### config.mk
export PLATFORM = sky130hd
export DESIGN_NAME = alu_cmd_queue
export DESIGN_NICKNAME = d
export VERILOG_FILES = /design/src/rtl/alu_pkg.sv /design/src/rtl/alu_cmd_mem.sv /design/src/rtl/alu_cmd_queue.sv
export SDC_FILE = /design/constraint.sdc
export NUM_CORES = 1
export LEC_CHECK = 0
export BUFFER_PORTS_ARGS = -buffer_cell sky130_fd_sc_hd__buf_4
export CAP_MARGIN = 20
export CORE_AREA = 2 2 94 96
export CTS_CLUSTER_DIAMETER = 60
export DETAILED_ROUTE_END_ITERATION = 12
export DIE_AREA = 0 0 96 98
export PLACE_DENSITY = 0.69
export SYNTH_ARGS = -nofsm -noshare
export SYNTH_HDL_FRONTEND = slang
export SYNTH_HIERARCHICAL = 1
export SYNTH_SLANG_ARGS = --single-unit
export TNS_END_PERCENT = 100
### constraint.sdc
create_clock -name clk -period 2.1 [get_ports clk]
set_input_delay 0.21 -clock clk [delete_from_list [all_inputs] [get_ports clk]]
set_output_delay 0.21 -clock clk [all_outputs]
set_load 0.01 [all_outputs]
### src/rtl/alu_pkg.sv
// alu_pkg: shared ALU command types.
//   alu_op_e  - 3-bit opcode, carried opaquely by the command queue
//   alu_cmd_t - {op, a, b} at the default 8-bit operand width
//   qstate_e  - command-queue occupancy state
package alu_pkg;

  localparam int unsigned ALU_WIDTH = 8;

  typedef enum logic [2:0] {
    ADD  = 3'd0,
    SUB  = 3'd1,
    AND  = 3'd2,
    OR   = 3'd3,
    XOR  = 3'd4,
    SHL  = 3'd5,
    SHR  = 3'd6,
    PASS = 3'd7
  } alu_op_e;

  typedef struct packed {
    alu_op_e              op;
    logic [ALU_WIDTH-1:0] a;
    logic [ALU_WIDTH-1:0] b;
  } alu_cmd_t;

  typedef enum logic [1:0] {
    Q_EMPTY   = 2'd0,
    Q_PARTIAL = 2'd1,
    Q_FULL    = 2'd2
  } qstate_e;

endpackage

### src/rtl/alu_cmd_mem.sv
// alu_cmd_mem: DEPTH-entry command storage for alu_cmd_queue.
//   clk_i, rst_ni          - clock, async active-low clear of all entries
//   we_i, waddr_i          - synchronous write enable / address
//   wop_i, wa_i, wb_i      - command written
//   raddr_i                - asynchronous read address
//   rop_o, ra_o, rb_o      - command stored at raddr_i
module alu_cmd_mem
  import alu_pkg::*;
#(
  parameter int unsigned WIDTH = 8,
  parameter int unsigned DEPTH = 4,
  localparam int unsigned AW   = $clog2(DEPTH)
) (
  input  logic             clk_i,
  input  logic             rst_ni,
  input  logic             we_i,
  input  logic [AW-1:0]    waddr_i,
  input  alu_op_e          wop_i,
  input  logic [WIDTH-1:0] wa_i,
  input  logic [WIDTH-1:0] wb_i,
  input  logic [AW-1:0]    raddr_i,
  output alu_op_e          rop_o,
  output logic [WIDTH-1:0] ra_o,
  output logic [WIDTH-1:0] rb_o
);

  typedef struct packed {
    alu_op_e          op;
    logic [WIDTH-1:0] a;
    logic [WIDTH-1:0] b;
  } cmd_t;

  cmd_t mem_q [DEPTH];

  always_ff @(posedge clk_i or negedge rst_ni) begin
    if (!rst_ni) begin
      for (int unsigned i = 0; i < DEPTH; i++) begin
        mem_q[i] <= '0;
      end
    end else if (we_i) begin
      mem_q[waddr_i] <= '{op: wop_i, a: wa_i, b: wb_i};
    end
  end

  always_comb begin
    rop_o = mem_q[raddr_i].op;
    ra_o  = mem_q[raddr_i].a;
    rb_o  = mem_q[raddr_i].b;
  end

endmodule

### src/rtl/alu_cmd_queue.sv
// alu_cmd_queue: FIFO buffer of ALU commands between the command generator
// and the ALU command port.
//   clk, reset (async, active-low), flush (sync clear)
//   in_valid/in_ready/in_op/in_a/in_b      - producer side
//   out_valid/out_ready/out_op/out_a/out_b - ALU side (head of queue)
//   count                                  - occupied entries
// Optional: define ALU_CMD_QUEUE_BYPASS_EN for a zero-latency path when
// the queue is empty.
module alu_cmd_queue
  import alu_pkg::*;
#(
  parameter int unsigned WIDTH = 8,
  parameter int unsigned DEPTH = 4
) (
  input  logic                       clk,
  input  logic                       reset,
  input  logic                       flush,
  input  logic                       in_valid,
  output logic                       in_ready,
  input  alu_op_e                    in_op,
  input  logic [WIDTH-1:0]           in_a,
  input  logic [WIDTH-1:0]           in_b,
  output logic                       out_valid,
  input  logic                       out_ready,
  output alu_op_e                    out_op,
  output logic [WIDTH-1:0]           out_a,
  output logic [WIDTH-1:0]           out_b,
  output logic [$clog2(DEPTH+1)-1:0] count
);

  localparam int unsigned PW = $clog2(DEPTH);
  localparam int unsigned CW = $clog2(DEPTH+1);

  logic [PW-1:0] wr_ptr_q, rd_ptr_q;
  logic [CW-1:0] count_q, count_d;
  qstate_e       state_q, state_d;

  logic             push, pop, store, bypass;
  alu_op_e          mem_op;
  logic [WIDTH-1:0] mem_a, mem_b;

  always_comb begin
    // Handshake flags come from the registered state only, so out_ready
    // never reaches in_ready combinationally.
    in_ready = (state_q != Q_FULL) && !flush;
`ifdef ALU_CMD_QUEUE_BYPASS_EN
    bypass   = (state_q == Q_EMPTY) && in_valid && !flush;
`else
    bypass   = 1'b0;
`endif
    out_valid = (state_q != Q_EMPTY) || bypass;
    push      = in_valid && in_ready;
    pop       = (state_q != Q_EMPTY) && out_ready && !flush;
    // A bypassed command taken by the ALU this cycle is never written.
    store     = push && !(bypass && out_ready);

    count_d = count_q;
    if (store && !pop)      count_d = count_q + CW'(1);
    else if (pop && !store) count_d = count_q - CW'(1);

    if (count_d == '0)                 state_d = Q_EMPTY;
    else if (count_d == CW'(DEPTH))    state_d = Q_FULL;
    else                               state_d = Q_PARTIAL;

    out_op = bypass ? in_op : mem_op;
    out_a  = bypass ? in_a  : mem_a;
    out_b  = bypass ? in_b  : mem_b;
    count  = count_q;
  end

  always_ff @(posedge clk or negedge reset) begin
    if (!reset) begin
      wr_ptr_q <= '0;
      rd_ptr_q <= '0;
      count_q  <= '0;
      state_q  <= Q_EMPTY;
    end else if (flush) begin
      wr_ptr_q <= '0;
      rd_ptr_q <= '0;
      count_q  <= '0;
      state_q  <= Q_EMPTY;
    end else begin
      if (store) wr_ptr_q <= wr_ptr_q + PW'(1);
      if (pop)   rd_ptr_q <= rd_ptr_q + PW'(1);
      count_q <= count_d;
      state_q <= state_d;
    end
  end

  alu_cmd_mem #(
    .WIDTH (WIDTH),
    .DEPTH (DEPTH)
  ) u_mem (
    .clk_i   (clk),
    .rst_ni  (reset),
    .we_i    (store),
    .waddr_i (wr_ptr_q),
    .wop_i   (in_op),
    .wa_i    (in_a),
    .wb_i    (in_b),
    .raddr_i (rd_ptr_q),
    .rop_o   (mem_op),
    .ra_o    (mem_a),
    .rb_o    (mem_b)
  );

endmodule
## After elaboration in Yosys (flattened, before gate mapping)

Index checks and enable logic that the tools add are counted.

| word-level totals | value |
|---|---|
| output and inout bits | 24 |
| word-level logic and storage cells | 57 |
| input port bits | 24 |
| bits in registers | 85 |

| cells by class | value |
|---|---|
| equality and inequality tests | 2 |
| reductions and logical operators | 14 |
| muxes and demuxes | 16 |
| $lt $le $gt $ge | 3 |
| bitwise operators | 2 |
| $add $sub $neg | 4 |

Operators with widths:

| cell | number |
|---|---|
| 76-bit bitwise mux | 1 |
| 19-bit 2-to-1 mux | 3 |
| 19-bit binary-select mux with 2-bit select | 1 |
| 19-bit demux with 2-bit select | 1 |
| 2-bit 2-to-1 mux | 7 |
| 3-bit 2-to-1 mux | 3 |
| 1-bit logical AND | 7 |
| 3-bit >= comparator, second input constant | 2 |
| 2-bit inverter with 3-bit output | 2 |
| 2-bit nonzero test | 3 |
| 2-bit by 1-bit adder with 2-bit output, second input constant | 2 |
| 3-bit by 1-bit adder with 3-bit output, second input constant | 1 |
| 3-bit == test, second input constant | 1 |
| 1-bit logical NOT | 3 |
| 3-bit logical NOT | 1 |
| 3-bit by 1-bit less-than comparator with 1-bit output, second input constant | 1 |
| 3-bit by 1-bit subtractor with 3-bit output, second input constant | 1 |
| 2-bit inequality test, second input constant | 1 |

## Logic depth before layout (Yosys ltp)

Gate-level depths: netlist of the first run.

| logic depth | value |
|---|---|
| depth after elaboration | 11 |
| gate-level depth with buffers | 8 |
| gate-level depth less buffers | 5 |

## Modules after synthesis

Netlist of the first run, hierarchy kept.

Modules (own cells, without submodules):

| module | sequential area each (um^2) | area an instance (um^2) | cells each | instances |
|---|---|---|---|---|
| alu_cmd_mem | 1901.8 | 3495.9 | 186 | 1 |
| alu_cmd_queue | 225.2 | 588.1 | 68 | 1 |

## Worst setup path after synthesis of the first run

Ideal clock, no wire load.

| timing path | value |
|---|---|
| path kind | register -> register |
| from | register state_q[0] |
| to | register u_mem/mem_q[57] (netlist name) |
| arrival time | 1.684 ns |
| setup time | 0.125 ns |
| data required time | 1.975 ns |
| cell stages (with the launch flop) | 8 |
| path slack | 0.292 ns |
| buffers on the path | 2 |
| period minus slack after synthesis | 1.808 ns |
| cells stage by stage | dfrtp_1 -> nand2b_1 -> nand2_1 -> inv_2 -> nor3b_2 -> buf_6 -> buf_12 -> mux2_2 |

| on the way | value |
|---|---|
| cells in the longest elaborated chain, start to end | 3 |

Ends and longest elaborated chain:

| item | RTL line | source |
|---|---|---|
| start, declared | alu_cmd_queue.sv:36 | `qstate_e state_q, state_d;` |
| start signal, assigned | alu_cmd_queue.sv:86 | `state_q <= state_d;` |
| 2-bit inequality test | alu_cmd_queue.sv:45 | `in_ready = (state_q != Q_FULL) && !flush;` |
| 1-bit logical AND | alu_cmd_queue.sv:45 |  |
| 1-bit logical AND | alu_cmd_queue.sv:52 | `push = in_valid && in_ready;` |
| named net push | alu_cmd_queue.sv:38 | `logic push, pop, store, bypass;` |
| end signal, assigned by index | alu_cmd_mem.sv:41 | `mem_q[waddr_i] <= '{op: wop_i, a: wa_i, b: wb_i};` |
| end, declared | alu_cmd_mem.sv:33 | `cmd_t mem_q [DEPTH];` |

The timed path passes the listed nets, and every way through them passes these cells.
A chain may end at the register's enable or synchronous reset.

## Worst setup path after layout of the first run

| timing path | value |
|---|---|
| from | register rd_ptr_q[0] |
| to | output port out_a[3] |

| on the way | value |
|---|---|
| cells in the longest elaborated chain, start to end | 4 |

Ends and longest elaborated chain:

| item | RTL line | source |
|---|---|---|
| start, declared | alu_cmd_queue.sv:34 | `logic [PW-1:0] wr_ptr_q, rd_ptr_q;` |
| start signal, assigned | alu_cmd_queue.sv:84 | `if (pop) rd_ptr_q <= rd_ptr_q + PW'(1);` |
| 2-bit inverter with 3-bit output (implied by the code) | alu_cmd_mem.sv:47 | `ra_o = mem_q[raddr_i].a;` |
| 19-bit binary-select mux with 2-bit select | alu_cmd_mem.sv:47 |  |
| 19-bit 2-to-1 mux (2 in a row) | -- |  |
| end, declared | alu_cmd_queue.sv:26 | `output logic [WIDTH-1:0] out_a,` |

Every way passes these cells. The select of a mux whose other input is x is not followed.

==> results of run 1 <==
==> synthesized netlist by cell type, types with 3 or more instances <==
master    instances  area, um^2
a21oi_1           3        15.0
buf_12            3        60.1
buf_6             6        67.6
dfrtp_1          85        2130
mux2_2           55         619
mux2_4           21         315
mux4_1           13         342
mux4_2            6         135
nand2_1           9        33.8
nand3b_1          3        22.5
nor2_1            8        30.0
o21ai_0           4        20.0
xnor2_1           3        26.3
xor2_1            3        26.3
==> placed cells by master, fill, tap and decap left out, drive strengths merged, types with 4 or more instances in the layout <==
cell type / instances
mux2: 76
inv: 4
buf: 59
dfrtp: 85
clkbuf: 10
nand2: 9
mux4: 19
nor2: 8
o21ai: 4
==> repair_timing <==
item | 4_1_cts | 5_1_grt
endpoints found under the hold margin | 47 | 0
hold buffers | 1 | 0
endpoints found under the setup margin | 0 | 0
==> power by group through the flow <==
stage	Clock, mW	Sequential (mW)	Combinational (mW)
final	1.24	2.39	1.67
after global routing	1.35	2.46	1.81
after CTS	1.28	2.39	1.70
after detailed placement	0	2.42	1.69
after global placement	0	2.40	1.67
after floorplan	0	2.34	1.17
==> logic make-up after synthesis <==
group	share of synthesized area
adder cells (fa/ha/maj)	0.00613
AND/OR/NAND/NOR	0.0432
buffers and inverters	0.0386
multiplexers	0.348
AO/OA/AOI/OAI	0.0303
flip-flops	0.521
XOR/XNOR	0.0129
==> critical path, stage by stage, from the launching register on <==
cell,delay (ns)
dfrtp_1,0.35
buf_4,0.30
mux4_1,0.62
buf_4,0.17
==> per-layer routing <==
metal | GRT usage | vias up | wire [um]
li1 | - | 1067 | -
met1 | 0.241 | 1207 | 3390
met2 | 0.267 | 48 | 3750
met3 | 0.0417 | 7 | 305
met4 | 0.0527 | 0 | 77
met5 | 0 | - | 0
==> sequential cells by signal, summed over array words and instances (netlist names) <==
| register | flops |
|---|---|
| count | 3 |
| wr_ptr_q | 2 |
| state_q | 2 |
| rd_ptr_q | 2 |
| u_mem/mem_q | 76 |
==> stage by stage <==
step                setup slack (ns)  instance area (um^2)  total power, mW
finish                         0.109                  4760             5.31
global route                  0.0275                  4760             5.61
CTS                           0.0696                  4760             5.37
detailed placement             0.221                  4530             4.11
global placement               0.297                  4530             4.07
floorplan                      0.292                  4080             3.51
==> layout make-up <==
class,count,area [um^2]
Fill cell,684,3710
Sequential cell,85,2130
Multi-Input combinational cell,153,1810
Timing Repair Buffer,60,465
Tap cell,108,135
Clock buffer,10,128
Clock inverter,6,86.3
Inverter,3,11.3
==> path summary, 6_finish.rpt <==
path	startpoint	end	slack, ns	cells past startpoint
max in group asynchronous	reset	u_mem/mem_q[13]	1.06	3
worst min register to register	u_mem/mem_q[38]	u_mem/mem_q[38]	0.50	1
worst max-delay path	rd_ptr_q[0]	out_a[3]	0.11	3
worst min-delay path	in_b[6]	u_mem/mem_q[44]	0.12	2
worst max register to register	state_q[1]	u_mem/mem_q[57]	0.24	6
min in group asynchronous	reset	u_mem/mem_q[17]	0.42	2
==> results.toml, run 1 <==
[run_status]
outcome = "finished clean"

[clocking]
ctsResizeCount = 0
htreeDepth = 3
path_clk_slew_ns = 0.08
root_buffer = "clkbuf_8"
cts.sink_count = 85
cts_tree = "done"
clock_latency_ns = 0.34
cts_buffers = 9
cts_max_path_buffers = 2
cts_setup_buffers = 0

[global_route]
grt_max_degree = 49
grt_pass1_vias = 2432
grt_pass1_wl_um = 12400
track_usage = 0.172
gr-total-overflow = 0
antenna_found_initial = 0

[floorplan]
fp.dieH_um = 98
core-area_um2 = 8470
dieArea_um2 = 9410
io-pin-count = 48
dieWidth_um = 96
initial_core_util = 0.482
rows = 34

[detailed_routing]
avgViaCountPerCell = 5.48
drcViolationCount = 0
routed_wirelength_um = 7520
ant_nets = 0
route.vias.total = 2329
first_iter_violations = 91
avgRoutedWirePerCell_um = 17.7
dr.pass1.iters = 4

[sta]
relSlewSlack = 0.576
final-setup-viol-count = 0
fin_crit_sh = 0.948
rsz0062_at_grt = "no"
final_max_slew_viol_count = 0
hold_slack_ns = 0.118
tightest_slew_ns = 0.635
hold_viol = 0
fmax_ghz = 0.502
finalSetupTns_ns = 0
fin_crit_ns = 1.99
fin_skew_ns = 0.00574

[synth]
synth_edf_count = 0
ys_seq_area_frac = 0.521
syn_area_per_cell_um2 = 16.1
async_reset_ff_frac = 1.00
syn-num-nets = 280
ys.flop_type = "dfrtp_1"
syn_area_um2 = 4080
ys_ff_latch = 85
ys_types = 39
syn_inst = 254
yosys_warnings = 6

[layout]
utilization = 0.562
antenna_cells = 0
finalNetCount = 338
fin_cells = 425
drive_above_1_share = 0.508
syn_to_final_growth_pct = 16.5

[power]
combPwrFrac = 0.315
power.leakage_nw = 2.23
vdd_drop_max_uv = 605
p_sw_frac = 0.272
seq_power_share = 0.451
clkPwrFrac = 0.234
power.density_nw_per_um2 = 1120
p_int_mw = 3.86
switching_power_mw = 1.44

[place]
place_inst = 408
gp_congestion = 0.846
dp_hpwl_um = 5020
io_buffers = 47

[setup_path]
cp_max_fo = 15
critPathLaunchType = "flip-flop"
crit_type = "flip-flop to output pin"
cp.arrival_ns = 1.78
critPathRequiredTime_ns = 1.89
end_kind = "output pin"

[run]
max-cap-violations = 0

[hold_path]
hold_class = "primary input to flip-flop"
Power figures use the tool's default switching activity.
==> run 2: changes to the inputs <==
--- a/config.mk
+++ b/config.mk
@@ -12,6 +12,7 @@
 export DETAILED_ROUTE_END_ITERATION = 12
 export DIE_AREA = 0 0 96 98
 export PLACE_DENSITY = 0.69
+export REMOVE_ABC_BUFFERS = 1
 export SYNTH_ARGS = -nofsm -noshare
 export SYNTH_HDL_FRONTEND = slang
 export SYNTH_HIERARCHICAL = 1
==> results.toml, run 2 (synthesis gave the netlist of run 1 again) <==
[detailed_routing]
avgViaCountPerCell = 5.46
drcViolationCount = 0
routed_wirelength_um = 7320
ant_nets = 0
route.vias.total = 2309
first_iter_violations = 78
avgRoutedWirePerCell_um = 17.3
dr.pass1.iters = 4

[sta]
relSlewSlack = 0.651
fin_ws_ns = 0.121
final_max_slew_viol_count = 0
fin_crit_sh = 0.942
rsz0062_at_grt = "no"
final-setup-viol-count = 0
hold_viol = 0
fmax_ghz = 0.505
tightest_slew_ns = 0.510
fin_crit_ns = 1.98
fin_skew_ns = 0.0108

[layout]
final_common_cell = "dfrtp_1"
drive_above_1_share = 0.508
syn_to_final_growth_pct = 15.9
fillers = 710
largest_reg_flops = 76
final_cell_mix = "dfrtp_1 (84), mux2_2 (55), buf_4 (54), mux2_4 (21), mux4_1 (13)"
fin_cells = 423
antenna_cells = 0
finalNetCount = 336
top_register = "u_mem/mem_q"

[place]
place_inst = 406
dp_slack_ns = 0.243
io_buffers = 47
dp_hpwl_um = 4920
gp_congestion = 0.773

[setup_path]
critPathRequiredTime_ns = 1.89
end_kind = "output pin"
crit_type = "flip-flop to output pin"
path_buf_inv = 2
slowest_delay_ns = 0.59
cp_cell_sequence = "buf_12, mux4_1, buf_4"
cp.arrival_ns = 1.77
critPathLaunchType = "flip-flop"
cpLargestDelayFamily = "multiplexers"
cp_max_fo = 14
critPathSlowestCell = "mux4_1"
reg2reg_slack_ns = 0.25

[clocking]
cts_max_path_buffers = 2
cts_buffers = 9
htreeDepth = 3
cts.sink_count = 85
cts_tree = "done"
path_clk_slew_ns = 0.08
clock_latency_ns = 0.34
root_buffer = "clkbuf_8"

[run_status]
outcome = "finished clean"

[power]
power.leakage_nw = 2.21
vdd_drop_max_uv = 371
power_mw = 5.10
power.density_nw_per_um2 = 1080

[global_route]
gr-total-overflow = 0
grt_pass1_wl_um = 12500
antenna_found_initial = 0
grt_pass1_vias = 2415
track_usage = 0.174
grt_max_degree = 48

[floorplan]
fp.dieH_um = 98
initial_core_util = 0.482
core-area_um2 = 8470
dieWidth_um = 96
io-pin-count = 48
dieArea_um2 = 9410
rows = 34

[hold_path]
hold_class = "primary input to flip-flop"

[run]
max-cap-violations = 0
-- run 2: cell count changes in the layout (fill, tap and decap cells not counted), sizes merged --
cell | previous run | this run
clkbuf | 10 | 11
clkinvlp | 1 | 0
bufinv | 2 | 0
buf | 59 | 57
inv | 4 | 3
clkinv | 2 | 5
-- run 2: worst paths after layout --
path | start | end | depth (start not counted)
hold / removal | in_a[1] | u_mem/mem_q[28] | 2
max in group asynchronous | reset | u_mem/mem_q[3] | 3
hold reg to reg | u_mem/mem_q[67] | u_mem/mem_q[67] | 1
min in group asynchronous | reset | u_mem/mem_q[1] | 2
setup reg to reg | state_q[1] | u_mem/mem_q[63] | 6
setup / recovery | rd_ptr_q[0] | out_op[0] | 3
-- run 2: stage by stage --
stage | hold slack (ns) | area [um^2] | TNS (ns) | utilization
finish | 0.119 | 4730 | 0 | 0.559
global placement | 0.215 | 4540 | 0 | 0.537
detailed placement | 0.217 | 4540 | 0 | 0.537
CTS | 0.0989 | 4730 | 0 | 0.559
global route | 0.0944 | 4730 | 0 | 0.559
floorplan | -0.0856 | 3940 | -4.26 | -
-- run 2: metal layers --
metal,part of all wire,vias to the layer above,GRT usage
met5,0,-,0
met4,0.0051,0,0.0330
met3,0.044,6,0.0502
met2,0.49,43,0.271
met1,0.46,1200,0.244
li1,-,1060,-
-- run 2: final cells by class --
class	instances	area, um^2	share of cell area
Clock buffer	11	141	0.0299
Inverter	3	11.3	0.00238
Tap cell	108	135	0.0285
Clock inverter	5	36.3	0.00767
Timing Repair Buffer	58	475	0.100
Sequential cell	85	2130	0.450
Multi-Input combinational cell	153	1810	0.381
-- run 2: where the power goes --
part,switching [mW],internal (mW),total [mW]
clock network,0.559,0.465,1.02
logic,0.604,1.08,1.68
registers,0.266,2.13,2.39
total,1.43,3.67,5.10
-- run 2: repair_timing --
item | in CTS | in global routing
endpoints found under the setup margin | 4 | 0
resized for setup | 1 | 0
setup buffers | 0 | 0
endpoints found under the hold margin | 38 | 0
hold buffers | 1 | 0
==> run 3: changes to the inputs <==
--- a/config.mk
+++ b/config.mk
@@ -5,13 +5,15 @@
 export SDC_FILE = /design/constraint.sdc
 export NUM_CORES = 1
 export LEC_CHECK = 0
+export ABC_AREA = 1
 export BUFFER_PORTS_ARGS = -buffer_cell sky130_fd_sc_hd__buf_4
-export CAP_MARGIN = 20
-export CORE_AREA = 2 2 94 96
+export CAP_MARGIN = 0
+export CORE_AREA = 2 2 99 101
 export CTS_CLUSTER_DIAMETER = 60
 export DETAILED_ROUTE_END_ITERATION = 12
-export DIE_AREA = 0 0 96 98
-export PLACE_DENSITY = 0.69
+export DIE_AREA = 0 0 101 103
+export GPL_TIMING_DRIVEN = 0
+export PLACE_DENSITY = 0.68
 export REMOVE_ABC_BUFFERS = 1
 export SYNTH_ARGS = -nofsm -noshare
 export SYNTH_HDL_FRONTEND = slang
==> results.toml, run 3 <==
[setup_path]
end_kind = "flip-flop"
critPathRequiredTime_ns = 2.34
cp_max_fo = 26
cp.arrival_ns = 2.29
crit_type = "flip-flop to flip-flop"
critPathSlowestCell = "dfrtp_2"
path_buf_inv = 1
cp_cell_sequence = "clkinvlp_2, nand4_1, nand2_1"
cpLargestDelayFamily = "flip-flops"
critPathLaunchType = "flip-flop"
slowest_delay_ns = 0.81

[power]
vdd_drop_max_uv = 453
power.leakage_nw = 2.91
power_mw = 5.12
power.density_nw_per_um2 = 983

[clocking]
cts.sink_count = 85
cts_buffers = 9
cts_tree = "done"
path_clk_slew_ns = 0.09
root_buffer = "clkbuf_8"
cts_hold_buf = 0
htreeDepth = 3
clock_latency_ns = 0.35
cts_max_path_buffers = 2

[hold_path]
hold_class = "primary input to asynchronous set/reset pin"

[floorplan]
dieWidth_um = 101
dieArea_um2 = 10400
initial_core_util = 0.479
io-pin-count = 48
fp.dieH_um = 103
rows = 36
core-area_um2 = 9460

[synth]
async_reset_ff_frac = 1.00
ys_ff_latch = 85
ys_top_cells_by_count = "nand2_1 (246), inv_1 (108), dfrtp_1 (85)"
yosysMostFrequentCell = "nand2_1"
ys_top_cells_by_area = "dfrtp_1 (47%), nand2_1 (20%), inv_1 (9.0%), nand3_1 (7.4%), nand4_1 (5.2%)"
ys_seq_area_frac = 0.470
synth_edf_count = 0
syn_area_um2 = 4530
yosysTopAreaCellShare = 0.470
yosys.area.top_type = "dfrtp_1"
syn_inst = 621
ys_types = 24
yosys_warnings = 6
syn_area_per_cell_um2 = 7.29
ys.flop_type = "dfrtp_1"

[detailed_routing]
avgRoutedWirePerCell_um = 14.9
route.vias.total = 3999
avgViaCountPerCell = 5.16
dr.pass1.iters = 5
first_iter_violations = 378
ant_nets = 0
drcViolationCount = 0
routed_wirelength_um = 11500

[global_route]
track_usage = 0.236
grt_pass1_wl_um = 19000
gr-total-overflow = 0
antenna_found_initial = 0
grt_max_degree = 86
grt_pass1_vias = 3724

[place]
dp_hpwl_um = 6160
place_inst = 749
dp_slack_ns = -0.591
gp_congestion = 0.777
io_buffers = 47

[run]
max-cap-violations = 0

[sta]
relSlewSlack = 0.275
tightest_slew_ns = 1.09
rsz0062_at_grt = "no"
fin_crit_sh = 0.974
final_max_slew_viol_count = 0
fin_crit_ns = 2.05
hold_slack_ns = 0.0400
fmax_ghz = 0.489
fin_skew_ns = 0.00754
hold_viol = 0
final-setup-viol-count = 0
fin_ws_ns = 0.0537

[run_status]
outcome = "finished clean"

[layout]
syn_to_final_growth_pct = 15.1
final_cell_mix = "nand2_1 (246), inv_1 (104), dfrtp_1 (81), nand3_1 (66), buf_4 (51)"
seqCellArea_um2 = 2140
final_common_cell = "nand2_1"
multi_input_area_um2 = 1820
drive_above_1_share = 0.156
largest_reg_flops = 76
top_register = "u_mem/mem_q"
finalNetCount = 682
fin_cells = 775
antenna_cells = 0
fillers = 909
## run 3: metrics by stage
stage / utilization / area, um^2 / TNS [ns]
6_report: 0.551 / 5210 / 0
4_1_cts: 0.546 / 5170 / 0
2_1_floorplan: - / 4310 / -32.79
3_5_place_dp: 0.513 / 4850 / -36.58
3_3_place_gp: 0.508 / 4810 / -135.28
5_1_grt: 0.551 / 5210 / 0
## run 3: cells by family (layout without fill, tap and decap cells)
logic type,Yosys count,after routing,synth area share
AO/OA/AOI/OAI,25,25,0.0356
XOR/XNOR,1,1,0.00193
adder cells (fa/ha/maj),2,2,0.00552
buffers and inverters,146,185,0.140
flip-flops,85,85,0.470
AND/OR/NAND/NOR,362,363,0.347
## run 3: what timing repair did
action,CTS,global route
gates cloned,3,1
buffers inserted,4,2
resized for setup,14,5
endpoints found under the setup margin,95,85
## run 3: final timing paths
kind | from | to | slack, ns | cells after the start
max in group asynchronous | reset | rd_ptr_q[1] | 1.23 | 1
min | reset | u_mem/mem_q[17] | 0.04 | 1
max reg2reg | wr_ptr_q[0] | u_mem/mem_q[32] | 0.05 | 3
min reg2reg | u_mem/mem_q[73] | u_mem/mem_q[73] | 0.48 | 2
max | wr_ptr_q[0] | u_mem/mem_q[32] | 0.05 | 3
min in group clk | flush | rd_ptr_q[1] | 0.05 | 2
## run 3: metal layers
metal | vias up | share of wire | track usage
met1 | 1873 | 0.45 | 0.319
met5 | - | 0 | 0
met2 | 127 | 0.47 | 0.390
met3 | 16 | 0.064 | 0.0332
met4 | 0 | 0.017 | 0.0842
li1 | 1983 | - | -
## run 3: final cells by class
cell class | instances | share of cell area
flip-flops and latches | 85 | 0.410
multi-input cells | 391 | 0.349
repair buffers | 55 | 0.0869
inverters | 111 | 0.0840
clock buffers | 13 | 0.0305
well taps | 114 | 0.0274
clock inverters | 3 | 0.00840
repair inverters | 3 | 0.00336
## run 3: power by group
part	leakage [nW]	internal (mW)	switching (mW)
Combinational	1.71	0.631	0.880
Sequential	1.09	2.10	0.314
Clock	0.104	0.617	0.578
